<file path="config.mk">
export PLATFORM = sky130hd
export DESIGN_NAME = wide_add_sequencer
export DESIGN_NICKNAME = d
export VERILOG_FILES = /design/src/rtl/wide_add_sequencer.sv
export SDC_FILE = /design/constraint.sdc
export NUM_CORES = 1
export LEC_CHECK = 0
export BUFFER_PORTS_ARGS = -buffer_cell sky130_fd_sc_hd__buf_2
export CAP_MARGIN = 0
export CORE_UTILIZATION = 42
export CTS_BUF_LIST = sky130_fd_sc_hd__clkbuf_4 sky130_fd_sc_hd__clkbuf_8
export CTS_CLUSTER_SIZE = 8
export DETAILED_ROUTE_END_ITERATION = 12
export GPL_ROUTABILITY_DRIVEN = 0
export GPL_TIMING_DRIVEN = 0
export HOLD_SLACK_MARGIN = 0.06
export PLACE_DENSITY = 0.65
export SETUP_SLACK_MARGIN = 0.05
export SKIP_LAST_GASP = 1
export SLEW_MARGIN = 20
export SYNTH_ARGS = -nofsm -noshare
export SYNTH_HDL_FRONTEND = slang
export SYNTH_SLANG_ARGS = --single-unit
</file>
<file path="constraint.sdc">
create_clock -name clk -period 8.1 [get_ports clk]
set_input_delay 1.215 -clock clk [delete_from_list [all_inputs] [get_ports clk]]
set_output_delay 1.215 -clock clk [all_outputs]
set_load 0.05 [all_outputs]
</file>
<file path="src/rtl/wide_add_sequencer.sv">
// Multi-cycle wide adder: one CHUNK_W-bit carry-lookahead chunk adder applied
// over NUM_CHUNKS cycles, LSB first. Optional macro WIDE_ADD_SUB_EN adds port sub (a-b).
module wide_add_sequencer #(
    parameter int CHUNK_W    = 16,
    parameter int NUM_CHUNKS = 4,
    localparam int WIDTH     = CHUNK_W * NUM_CHUNKS
) (
    input  logic             clk,
    input  logic             rst,
    input  logic             in_valid,
    output logic             in_ready,
    input  logic [WIDTH-1:0] a,
    input  logic [WIDTH-1:0] b,
    input  logic             cin,
`ifdef WIDE_ADD_SUB_EN
    input  logic             sub,
`endif
    output logic             out_valid,
    input  logic             out_ready,
    output logic [WIDTH-1:0] sum,
    output logic             cout,
    output logic             ovf,
    output logic             zero
);

    localparam int IDX_W = $clog2(NUM_CHUNKS);
    localparam int NGRP  = CHUNK_W / 4;

    typedef enum logic [1:0] {
        IDLE = 2'd0,
        RUN  = 2'd1,
        DONE = 2'd2
    } state_t;

    state_t state, state_d;

    logic [WIDTH-1:0]   a_reg, b_reg;
    logic               carry_reg;
    logic [IDX_W-1:0]   idx;
    logic               last_chunk;

    logic [CHUNK_W-1:0] op_a, op_b, g, p, chunk_sum;
    logic [CHUNK_W:0]   c;
    logic [NGRP-1:0]    grp_g, grp_p;
    logic [WIDTH-1:0]   sum_next;
    logic               accept;

    assign last_chunk = (idx == IDX_W'(NUM_CHUNKS - 1));
    assign accept     = (state == IDLE) && in_valid;

    // Chunk adder: 4-bit generate/propagate groups; group carries are looked
    // ahead, bit carries inside each group are formed from the group carry-in.
    always_comb begin
        logic gc;
        logic bc;
        op_a = a_reg[idx*CHUNK_W +: CHUNK_W];
        op_b = b_reg[idx*CHUNK_W +: CHUNK_W];
        g    = op_a & op_b;
        p    = op_a ^ op_b;
        c    = '0;
        gc   = carry_reg;
        for (int k = 0; k < NGRP; k++) begin
            grp_g[k] = g[4*k+3]
                     | (p[4*k+3] & g[4*k+2])
                     | (p[4*k+3] & p[4*k+2] & g[4*k+1])
                     | (p[4*k+3] & p[4*k+2] & p[4*k+1] & g[4*k]);
            grp_p[k] = &p[4*k +: 4];
            bc = gc;
            for (int j = 0; j < 4; j++) begin
                c[4*k+j] = bc;
                bc = g[4*k+j] | (p[4*k+j] & bc);
            end
            gc = grp_g[k] | (grp_p[k] & gc);
        end
        c[CHUNK_W] = gc;
        chunk_sum  = p ^ c[CHUNK_W-1:0];
    end

    always_comb begin
        sum_next = sum;
        sum_next[idx*CHUNK_W +: CHUNK_W] = chunk_sum;
    end

    always_ff @(posedge clk) begin
        // NOTE: sequential state uses non-blocking assignments so every register
        // samples pre-edge values regardless of statement order.
        if (rst) state <= IDLE;
        else     state <= state_d;
    end

    always_comb begin
        // NOTE: every output of this block gets a default first, so no path
        // through the case leaves a signal unassigned and infers a latch.
        state_d   = state;
        in_ready  = 1'b0;
        out_valid = 1'b0;
        case (state)
            IDLE: begin
                in_ready = 1'b1;
                if (in_valid) state_d = RUN;
            end
            RUN:  if (last_chunk) state_d = DONE;
            DONE: begin
                out_valid = 1'b1;
                if (out_ready) state_d = IDLE;
            end
            default: state_d = IDLE;
        endcase
    end

    // NOTE: operand registers carry no reset; they are always loaded on
    // acceptance before being read, so a reset term would only cost logic.
    always_ff @(posedge clk) begin
        if (accept) begin
            a_reg <= a;
`ifdef WIDE_ADD_SUB_EN
            b_reg <= sub ? ~b : b;
`else
            b_reg <= b;
`endif
        end
    end

    always_ff @(posedge clk) begin
        if (rst) begin
            sum       <= '0;
            cout      <= 1'b0;
            ovf       <= 1'b0;
            zero      <= 1'b0;
            carry_reg <= 1'b0;
            idx       <= '0;
        end else begin
            case (state)
                IDLE: if (in_valid) begin
`ifdef WIDE_ADD_SUB_EN
                    carry_reg <= sub ? 1'b1 : cin;
`else
                    carry_reg <= cin;
`endif
                    idx <= '0;
                end
                RUN: begin
                    sum       <= sum_next;
                    carry_reg <= c[CHUNK_W];
                    if (last_chunk) begin
                        cout <= c[CHUNK_W];
                        ovf  <= c[CHUNK_W-1] ^ c[CHUNK_W];
                        zero <= (sum_next == '0);
                    end else begin
                        idx <= idx + IDX_W'(1);
                    end
                end
                default: ;
            endcase
        end
    end

endmodule

</file>
==> flow_metrics.tcl <==
set metrics [dict create \
    cp_max_fo 10 \
    multi_input_area_um2 2880 \
    final-hold-violation-count 0 \
    synth_top_family_by_area "simple AND/OR/NAND/NOR gates" \
    max_stage_delay_ns 0.74 \
    dp_hpwl_um 14800 \
    synthMuxAreaShare 0.0869 \
    finalWorstSetupSlack_ns 2.30 \
    period_minus_slack_ns 5.80 \
    die_x_um 143 \
    first_global_vias 5640 \
    powerDensity_nw_per_um2 220 \
    worstSetupPathType "reg2reg" \
    clk_pin_slew_worst_paths_ns 0.11 \
    ant_nets 0 \
    cp_data_required_time_ns 8.48 \
    final_cells 1150 \
    grt_pass1_wl_um 30600 \
    dr.pass1.iters 8 \
    wl_um 20000 \
    cts_post_setup_buffers_inserted 0 \
    cts_tree "done" \
    slowest_stage "xor2_1" \
    start_kind "register" \
    nets 1038 \
    die-area_um2 20600 \
    arrival_ns 6.18 \
    utilization 0.523 \
    setup_violations 0 \
    synth_area_um2 8400 \
    grt_usage 0.202 \
    tightest_slew_ns 0.938 \
    cts-root-buf "clkbuf_8" \
    max_freq_mhz 172 \
    drive_gt1_frac 0.313 \
    p_leak_nw 4.14 \
    cts_resized 0 \
    num_rows 51 \
    synth-warning-count 0 \
    totalNegativeSetupSlack_ns 0 \
    dpl_worst_slack_ns 2.33 \
    hold_slack_ns 0.486 \
    synth-xor-area-share 0.00417 \
    grt_start_max_net_pins 56 \
    grt_overflow 0 \
    grt_antenna_before_repair 1 \
    vdd_ir_drop_max_mv 0.111 \
    cts_hold_buf 0 \
    slew-limit-headroom 0.372 \
    grt_use_met1 0.271 \
    met3_usage 0.0457 \
    yosysTopAreaCell "edfxtp_1" \
    fillers 1760 \
    drt_iter0_drc 468 \
    synth-adder-area-share 0.0613 \
    path_delay_family "adder cells" \
    die_y_um 143 \
    dp.cells 1117 \
    h-tree-depth 4 \
    ys_seq_elements 200 \
    register_area_um2 5290 \
    ys.flop_type "edfxtp_1" \
    rsz0062_at_grt "false" \
    synth-edff-count 128 \
    min_path_type "reg2reg" \
    post-route-drc-count 0 \
    worst-path-buf-inv 2 \
    synth.top_cell.area_share 0.457 \
    synth_simple_gate_area_frac 0.111 \
    vias 5950 \
    worst_setup_path_end_kind "register" \
    cpMostUsedCell "fa_1" \
    slew_viol_final 0 \
    portBuffers 200 \
    yosysSeqAreaShare 0.629 \
    syn_nets 817 \
    cts_num_sinks 200 \
    synth.area.top_cells "edfxtp_1 46%, dfxtp_1 17%, mux4_2 8.6%, nor2_1 6.0%, a21oi_1 4.3%" \
    avgSynthCellArea_um2 12.9 \
    synthToLayoutAreaGrowth_pct 21.5 \
    vias_per_cell 5.17 \
    critical_path.cell_chain "clkbuf_1, buf_1, mux4_2, ha_1, and3_4, a221oi_2, nor2_1, nor2_1, o21a_1, fa_1, fa_1, fa_1, xor2_1, a41oi_1, a211oi_1, nand4_1, o32ai_1" \
    ys_async_sr_fraction 0 \
    grt_use_met2 0.323 \
    status "completed" \
    ios 202 \
    fin_crit_sh 0.716 \
    core_region_area_um2 19500 \
    grt-busiest-layer "met2" \
    clock_tree.buffer_depth 2 \
    cap_violations 0 \
    synth_cell_types 52 \
    wl_per_cell_um 17.4 \
    cts_made_buffers 17 \
    skew_ns 0.0148 \
    postSynthCellCount 650 \
    start_util 0.430 \
    synth_compound_area_frac 0.0792 \
    worstSkewPairLatency_ns 0.47 \
]
==> routing by layer <==
layer | up-vias | wire length, um
met1 | 2829 | 8760
met4 | 0 | 343
met5 | - | 0
met2 | 253 | 9500
li1 | 2840 | -
met3 | 28 | 1420
==> worst paths after layout <==
kind	startpoint	to	slack, ns	cells after the start
min reg2reg	sum[23]$_SDFFE_PP0P_	sum[23]$_SDFFE_PP0P_	0.49	2
max	idx[1]$_SDFFE_PP0P_	zero$_SDFFE_PP0P_	2.30	17
max reg2reg	idx[1]$_SDFFE_PP0P_	zero$_SDFFE_PP0P_	2.30	17
min	sum[23]$_SDFFE_PP0P_	sum[23]$_SDFFE_PP0P_	0.49	2
==> report_power, final <==
part           internal (mW)  switching (mW)  leakage (nW)
clock network          0.287           0.378         0.205
logic                  0.144           0.281          2.13
registers               1.14          0.0165          1.80
==> per-stage QoR <==
stage          power [mW]  cell area [um^2]
6_report             2.24             10200
5_1_grt              2.34             10200
4_1_cts              2.26             10200
3_5_place_dp         1.60              9790
3_3_place_gp         1.60              9740
2_1_floorplan        1.43              8400
==> cell families (layout without fill, tap and decap cells) <==
kind of cell | count (synthesis) | in the layout
other | 0 | 1
adder cells (fa/ha/maj) | 34 | 34
multiplexers | 33 | 33
flip-flops | 200 | 200
AO/OA/AOI/OAI | 112 | 112
AND/OR/NAND/NOR | 205 | 205
buffers and inverters | 62 | 296
XOR/XNOR | 4 | 4
==> area by class of cell <==
class                   count  area share
clock buffers              17      0.0229
repair buffers            202       0.103
diodes                      1    0.000245
clock inverters            15      0.0178
multi-input cells         388       0.282
inverters                  30      0.0110
flip-flops and latches    200       0.518
plain buffers              32      0.0124
well taps                 265      0.0325
==> synth_stat cells, drive strengths merged, types with 4 or more instances <==
| cell type | instances |
|---|---|
| a21o | 5 |
| a21oi | 73 |
| a22oi | 5 |
| a41oi | 4 |
| buf | 6 |
| clkbuf | 26 |
| dfxtp | 72 |
| edfxtp | 128 |
| fa | 12 |
| ha | 22 |
| inv | 30 |
| mux4 | 32 |
| nand2 | 14 |
| nand4 | 9 |
| nor2 | 134 |
| nor3 | 12 |
| nor4 | 13 |
| o21ai | 6 |
==> cell usage in the layout (no fill, tap or decap), types with 14 or more instances in the layout <==
master    count
clkbuf_1     26
inv_1        30
dfxtp_1      72
edfxtp_1    128
nor2_1      134
mux4_2       32
clkbuf_8     17
nand2_1      14
a21oi_1      73
ha_1         22
buf_2       205
==> worst reg2reg max path, cell delays in order, from the launching register on <==
cell      delay [ns]
dfxtp_1         0.40
clkbuf_1        0.41
buf_1           0.59
mux4_2          0.42
ha_1            0.40
and3_4          0.21
a221oi_2        0.09
nor2_1          0.12
nor2_1          0.08
o21a_1          0.22
fa_1            0.38
fa_1            0.38
fa_1            0.42
xor2_1          0.74
a41oi_1         0.20
a211oi_1        0.25
nand4_1         0.14
o32ai_1         0.27
No activity file was read; power rests on OpenSTA's default activity.
